File: config.mk
export PLATFORM = sky130hd
export DESIGN_NAME = rx_mac
export DESIGN_NICKNAME = d
export VERILOG_FILES = /design/src/rtl/rx_mac.sv
export SDC_FILE = /design/constraint.sdc
export NUM_CORES = 1
export LEC_CHECK = 0
export ABC_AREA = 1
export CAP_MARGIN = 20
export CORE_ASPECT_RATIO = 1.4
export CORE_UTILIZATION = 55
export CTS_CLUSTER_DIAMETER = 120
export DETAILED_ROUTE_END_ITERATION = 12
export PLACE_DENSITY = 0.76
export SLEW_MARGIN = 20
export SYNTH_ARGS = -nofsm -noshare
export SYNTH_HDL_FRONTEND = slang
export SYNTH_SLANG_ARGS = --single-unit
File: constraint.sdc
create_clock -name clk -period 2.5 [get_ports clk]
set_input_delay 0.25 -clock clk [delete_from_list [all_inputs] [get_ports clk]]
set_output_delay 0.25 -clock clk [all_outputs]
set_load 0.05 [all_outputs]
File: src/rtl/rx_mac.sv
// rx_mac: Ethernet receive MAC. Detects preamble/SFD, strips the FCS, and flags bad frames on tuser at tlast.
// Optional macro RX_MAC_CRC_CHECK_EN builds the CRC-32 residue check into the bad-frame decision.
module rx_mac #(
  parameter int DATA_WIDTH = 8,
  parameter int MIN_FRAME  = 64,
  parameter int MAX_FRAME  = 1518
) (
  input  logic                  clk,
  input  logic                  reset_n,
  input  logic [DATA_WIDTH-1:0] rgmii_mac_rx_data,
  input  logic                  rgmii_mac_rx_dv,
  input  logic                  rgmii_mac_rx_er,
  output logic [DATA_WIDTH-1:0] m_rx_axis_tdata,
  output logic                  m_rx_axis_tvalid,
  output logic                  m_rx_axis_tlast,
  output logic                  m_rx_axis_tuser
);

  localparam logic [DATA_WIDTH-1:0] PRE_BYTE = 8'h55;
  localparam logic [DATA_WIDTH-1:0] SFD_BYTE = 8'hD5;
  localparam logic [10:0]           MIN_LEN  = 11'(MIN_FRAME);
  localparam logic [10:0]           MAX_LEN  = 11'(MAX_FRAME);

  typedef enum logic [1:0] {IDLE, PREAMBLE, PAYLOAD, DROP} state_t;

  state_t                state, next_state;
  logic                  start_frame, accept, end_frame;
  logic [DATA_WIDTH-1:0] dline [4];
  logic [2:0]            dline_cnt;
  logic [DATA_WIDTH-1:0] pend;
  logic                  pend_vld;
  logic [10:0]           byte_cnt;
  logic                  err_flag;
  logic                  crc_bad;
  logic                  frame_bad;

  always_ff @(posedge clk) begin
    if (!reset_n) state <= IDLE;
    else          state <= next_state;
  end

  always_comb begin
    next_state  = state;
    start_frame = 1'b0;
    accept      = 1'b0;
    end_frame   = 1'b0;
    unique case (state)
      IDLE: begin
        if (rgmii_mac_rx_dv)
          next_state = (rgmii_mac_rx_data == PRE_BYTE) ? PREAMBLE : DROP;
      end
      PREAMBLE: begin
        if (!rgmii_mac_rx_dv) begin
          next_state = IDLE;
        end else if (rgmii_mac_rx_data == SFD_BYTE) begin
          next_state  = PAYLOAD;
          start_frame = 1'b1;
        end else if (rgmii_mac_rx_data != PRE_BYTE) begin
          next_state = DROP;
        end
      end
      PAYLOAD: begin
        if (rgmii_mac_rx_dv) begin
          accept = 1'b1;
        end else begin
          end_frame  = 1'b1;
          next_state = IDLE;
        end
      end
      DROP: begin
        if (!rgmii_mac_rx_dv) next_state = IDLE;
      end
      default: next_state = IDLE;
    endcase
  end

`ifdef RX_MAC_CRC_CHECK_EN
  logic [31:0] crc;

  // Reflected CRC-32: shift right, XOR with the bit-reversed polynomial 0xEDB88320.
  function automatic logic [31:0] crc32_byte(input logic [31:0] crc_in, input logic [7:0] d);
    logic [31:0] c;
    c = crc_in ^ {24'd0, d};
    for (int i = 0; i < 8; i++)
      c = c[0] ? ((c >> 1) ^ 32'hEDB88320) : (c >> 1);
    return c;
  endfunction

  always_ff @(posedge clk) begin
    if (!reset_n)         crc <= '1;
    else if (start_frame) crc <= '1;
    else if (accept)      crc <= crc32_byte(crc, rgmii_mac_rx_data);
  end

  assign crc_bad = (crc != 32'hDEBB20E3);
`else
  assign crc_bad = 1'b0;
`endif

  assign frame_bad = err_flag || (byte_cnt < MIN_LEN) || (byte_cnt > MAX_LEN) || crc_bad;

  // The newest byte enters dline[3]; once four are held, dline[0] is the oldest and feeds pend.
  always_ff @(posedge clk) begin
    if (!reset_n) begin
      dline            <= '{default: '0};
      dline_cnt        <= 3'd0;
      pend             <= '0;
      pend_vld         <= 1'b0;
      byte_cnt         <= 11'd0;
      err_flag         <= 1'b0;
      m_rx_axis_tdata  <= '0;
      m_rx_axis_tvalid <= 1'b0;
      m_rx_axis_tlast  <= 1'b0;
      m_rx_axis_tuser  <= 1'b0;
    end else begin
      m_rx_axis_tvalid <= 1'b0;
      if (start_frame) begin
        dline_cnt <= 3'd0;
        pend_vld  <= 1'b0;
        byte_cnt  <= 11'd0;
        err_flag  <= 1'b0;
      end else if (accept) begin
        dline[0] <= dline[1];
        dline[1] <= dline[2];
        dline[2] <= dline[3];
        dline[3] <= rgmii_mac_rx_data;
        if (byte_cnt != '1) byte_cnt <= byte_cnt + 11'd1;
        if (rgmii_mac_rx_er) err_flag <= 1'b1;
        if (dline_cnt == 3'd4) begin
          pend     <= dline[0];
          pend_vld <= 1'b1;
          if (pend_vld) begin
            m_rx_axis_tdata  <= pend;
            m_rx_axis_tvalid <= 1'b1;
            m_rx_axis_tlast  <= 1'b0;
            m_rx_axis_tuser  <= 1'b0;
          end
        end else begin
          dline_cnt <= dline_cnt + 3'd1;
        end
      end else if (end_frame) begin
        if (pend_vld) begin
          m_rx_axis_tdata  <= pend;
          m_rx_axis_tvalid <= 1'b1;
          m_rx_axis_tlast  <= 1'b1;
          m_rx_axis_tuser  <= frame_bad;
        end
        pend_vld  <= 1'b0;
        dline_cnt <= 3'd0;
      end
    end
  end

endmodule

==> impl_table.tex <==
\begin{tabular}{lr}
\hline
Metric & Value \\
\hline
\multicolumn{2}{l}{\textbf{Synthesis}} \\
Number of distinct library cells after synthesis & 25 \\
Post-synthesis sequential element count & 69 \\
Area of the mapped netlist & 2800 um\^{}2 \\
Synth top area share & between 40 and 50\% \\
Library cell occupying the most area in the post-synthesis netlist & sky130\_fd\_sc\_hd\_\_dfxtp\_1 \\
Fraction of registers with async set or reset after synthesis & 0\% \\
Synthesized instance count & 391 \\
Sequential cell area fraction in the yosys report & 49.4\% \\
Nets in the synthesized netlist & 406 \\
Synth Flop Type & sky130\_fd\_sc\_hd\_\_dfxtp\_1 \\
Number of flops mapped to enable cells by yosys & 0 \\
Top cells by area, synth & sky130\_fd\_sc\_hd\_\_dfxtp\_1 49\%, sky130\_fd\_sc\_hd\_\_nor2\_1 17\%, sky130\_fd\_sc\_hd\_\_o21ai\_0 8.8\% \\
Average cell area after synthesis & 7.16 um\^{}2 \\
Number of warnings printed during yosys synthesis & 0 \\
\multicolumn{2}{l}{\textbf{Critical path}} \\
CP startpoint & dline\_cnt[0] \\
Required time of the critical path & between 2 and 3 ns \\
Category of the worst setup path launch point & flop \\
Worst reg2reg path depth & 8 \\
Critical path start-end classification & flop to flop \\
Endpoint of the most critical setup path & m\_rx\_axis\_tlast \\
Slowest cell delay on critical path & 0.32 ns \\
Sort of element at the end of the critical path & flop \\
Reg2Reg Setup Slack & 0.71 ns \\
Cell chain of the critical path & inv\_1 -> ha\_1 -> nand2\_1 -> a21oi\_1 -> nand2\_1 -> nor2\_1 -> a21oi\_1 -> nor2\_1 \\
Beginning of the worst register-to-register path & dline\_cnt[0] \\
Critical path's slowest cell & sky130\_fd\_sc\_hd\_\_dfxtp\_1 \\
Crit Path Max Fanout & 13 \\
Reg-to-Reg End & m\_rx\_axis\_tlast \\
Data arrival time at the worst-slack endpoint & 2.07 ns \\
\multicolumn{2}{l}{\textbf{Timing}} \\
Hold\_ws & 0.467 ns \\
Transition time of the tightest slew-check pin & $\sim$0.52 ns \\
Final cycle utilization of the critical path & 71.7\% \\
Timing-limited maximum frequency & 558 MHz \\
Unrepaired setup endpoints after global routing & false \\
Post-layout min period & 1.79 ns \\
Worst relative slew slack & 65.5\% \\
Final total negative setup slack & 0 ns \\
Fin worst setup slack & 0.707 ns \\
Final max-slew violation count & 0 \\
Setup violation total in the final timing report & 0 \\
Final worst clock skew & between 0.006 and 0.007 ns \\
Total count of hold-check failures in the final report & 0 \\
\multicolumn{2}{l}{\textbf{Cells and area}} \\
Leading cell types in the layout, fill and taps excluded & 123 x sky130\_fd\_sc\_hd\_\_nor2\_1, 69 x sky130\_fd\_sc\_hd\_\_dfxtp\_1, 52 x sky130\_fd\_sc\_hd\_\_nand2\_1 \\
Layout filler cell count & 441 \\
Most common library cell in the layout ignoring fill and taps & sky130\_fd\_sc\_hd\_\_nor2\_1 \\
Utilization after layout & 67.8\% \\
NumNets Final & $\sim$430 \\
Number of diodes & 0 \\
Area growth from synthesis to final layout & 18.2\% \\
Share of cells above drive strength 1 & approximately 6.7\% \\
\multicolumn{2}{l}{\textbf{Placement}} \\
Placer Congestion & roughly 0.79 \\
Post-Place Worst Slack & 0.438 ns \\
Count of buffers inserted at the top-level ports & 22 \\
HPWL after DPL & 3730 um \\
\multicolumn{2}{l}{\textbf{Worst hold path}} \\
Launch point of the worst hold path & err\_flag \\
Classification of the worst-slack hold path & flop to flop \\
Worst hold path depth & 2 \\
\multicolumn{2}{l}{\textbf{Floorplanning}} \\
Die Width & 62.3 um \\
Starting density of the core & a little under three fifths \\
I/O Pins & 23 \\
Die extent in y & 86.4 um \\
Std cell rows & 30 \\
Area of the die & 5380 um\^{}2 \\
Core area & a little under 5000 um\^{}2 \\
\multicolumn{2}{l}{\textbf{GRT}} \\
Residual overflow from global routing & 0 \\
First-pass GRT wire length & 9700 um \\
Number of global-route vias before repair & approximately 2300 \\
GRT Total Usage & 22.9\% \\
Antenna violations before repair & 0 \\
Largest net degree at the start of global routing & 50 \\
\multicolumn{2}{l}{\textbf{Clocking}} \\
Cell at the root of the clock tree & sky130\_fd\_sc\_hd\_\_clkbuf\_8 \\
Clock latency on the worst-skew pair & about 0.35 ns \\
Clock tree buffer depth & 2 \\
Clock sink total & 69 \\
Clk pin slew, worst setup/hold paths & around 0.070 ns \\
CTS buffer count & 9 \\
CTS resizes & 0 \\
Number of buffers added for setup after CTS & 0 \\
Cts hold-fix bufs & 0 \\
CTS H-tree lvls & 3 \\
Clock tree from TritonCTS & done \\
\multicolumn{2}{l}{\textbf{Power}} \\
Leakage power of the design & 1.44 nW \\
Psw & 0.649 mW \\
Portion of total power attributed to combinational logic & 11.0\% \\
Internal portion of total power & 2.04 mW \\
Total power per unit cell area & between 800 and 900 nW/um\^{}2 \\
Fraction of power spent switching nets & 24.1\% \\
Peak supply drop & 0.496 mV \\
Clock Power Share & 42.7\% \\
Sequential power share & 46.2\% \\
\multicolumn{2}{l}{\textbf{Detailed routing}} \\
Number of detailed-route iterations in the first pass & 4 \\
Aggregate routed wire length & 5560 um \\
Number of antenna-violating nets in the routed design & 0 \\
Via count normalized by instance count & around 5.1 \\
Violation count after the first detailed-route iteration & 92 \\
Vias & approximately 2400 \\
Number of DRC violations after detailed routing & 0 \\
Post-detailed-route wirelength per cell & 11.6 um \\
\multicolumn{2}{l}{\textbf{Run status}} \\
Status & finished, final reports clean \\
\multicolumn{2}{l}{\textbf{Run}} \\
Maxcap violations & 0 \\
\hline
\end{tabular}
## area by class of cell
type | count | area (um^2) | area share, %
clock buffer | 13 | 169 | 5.11
multi-input combinational | 276 | 1230 | 37.1
timing repair buffer | 25 | 243 | 7.34
clock inverter | 3 | 90.1 | 2.72
sequential | 69 | 1380 | 41.8
tap | 64 | 80.1 | 2.42
inverter | 31 | 116 | 3.52
## Yosys cell counts (all sizes together) (2+ instances only)
| master | instances |
|---|---|
| a211oi | 2 |
| a21oi | 20 |
| buf | 8 |
| clkbuf | 7 |
| dfxtp | 69 |
| ha | 3 |
| inv | 31 |
| nand2 | 53 |
| nand3 | 11 |
| nor2 | 126 |
| nor3 | 3 |
| o21ai | 53 |
| xor2 | 2 |
## cell families (layout without fill, tap and decap cells)
| group | after synthesis | in the layout | share of synthesized area [%] |
|---|---|---|---|
| AO/OA/AOI/OAI | 75 | 75 | 13.7 |
| adder cells (fa/ha/maj) | 3 | 3 | 1.34 |
| AND/OR/NAND/NOR | 195 | 195 | 27.9 |
| XOR/XNOR | 3 | 3 | 0.939 |
| buffers and inverters | 46 | 72 | 6.71 |
| flip-flops | 69 | 69 | 49.4 |
## worst min-delay path by stage
stage,slack (ns),to
3_3_place_gp,0.44,err_flag
6_report,0.47,err_flag
3_5_place_dp,0.46,err_flag
5_1_grt,0.49,err_flag
4_1_cts,0.47,err_flag
2_1_floorplan,0.38,dline[4]
## registers in the layout, indices dropped and copies added, names as in the netlist
name,cells
m_rx_axis_tvalid,1
m_rx_axis_tlast,1
pend_vld,1
m_rx_axis_tuser,1
err_flag,1
dline_cnt,3
m_rx_axis_tdata,8
state,2
pend,8
dline,32
byte_cnt,11
## per-layer routing
metal / up-vias / GRT usage, % / wire, um
met5: - / 0 / 0
met4: 0 / 9.73 / 96
met3: 10 / 7.11 / 147
met2: 25 / 42.1 / 2890
met1: 1127 / 24.2 / 2420
li1: 1280 / - / -
## power groups by stage
stage | registers (mW) | logic, mW | clock network (mW)
after global placement | 1.27 | 0.290 | 0
after CTS | 1.24 | 0.298 | 1.16
final | 1.24 | 0.296 | 1.15
after floorplan | 1.25 | 0.234 | 0
after global routing | 1.25 | 0.343 | 1.21
after detailed placement | 1.27 | 0.295 | 0
## critical path, delay by kind of cell (launching register included)
kind	cells	cell delay, ns
compound gates	2	0.33
fa+ha+maj	1	0.16
buf+inv	1	0.10
flops	1	0.32
simple gates	4	0.81
## stage by stage
step / instances / power (mW) / instance area, um^2
6_report: 481 / 2.69 / 3310
5_1_grt: 481 / 2.81 / 3310
4_1_cts: 481 / 2.71 / 3310
3_5_place_dp: 465 / 1.56 / 3050
3_3_place_gp: 465 / 1.56 / 3050
2_1_floorplan: 391 / 1.49 / 2800
No activity file was read; power rests on OpenSTA's default activity.
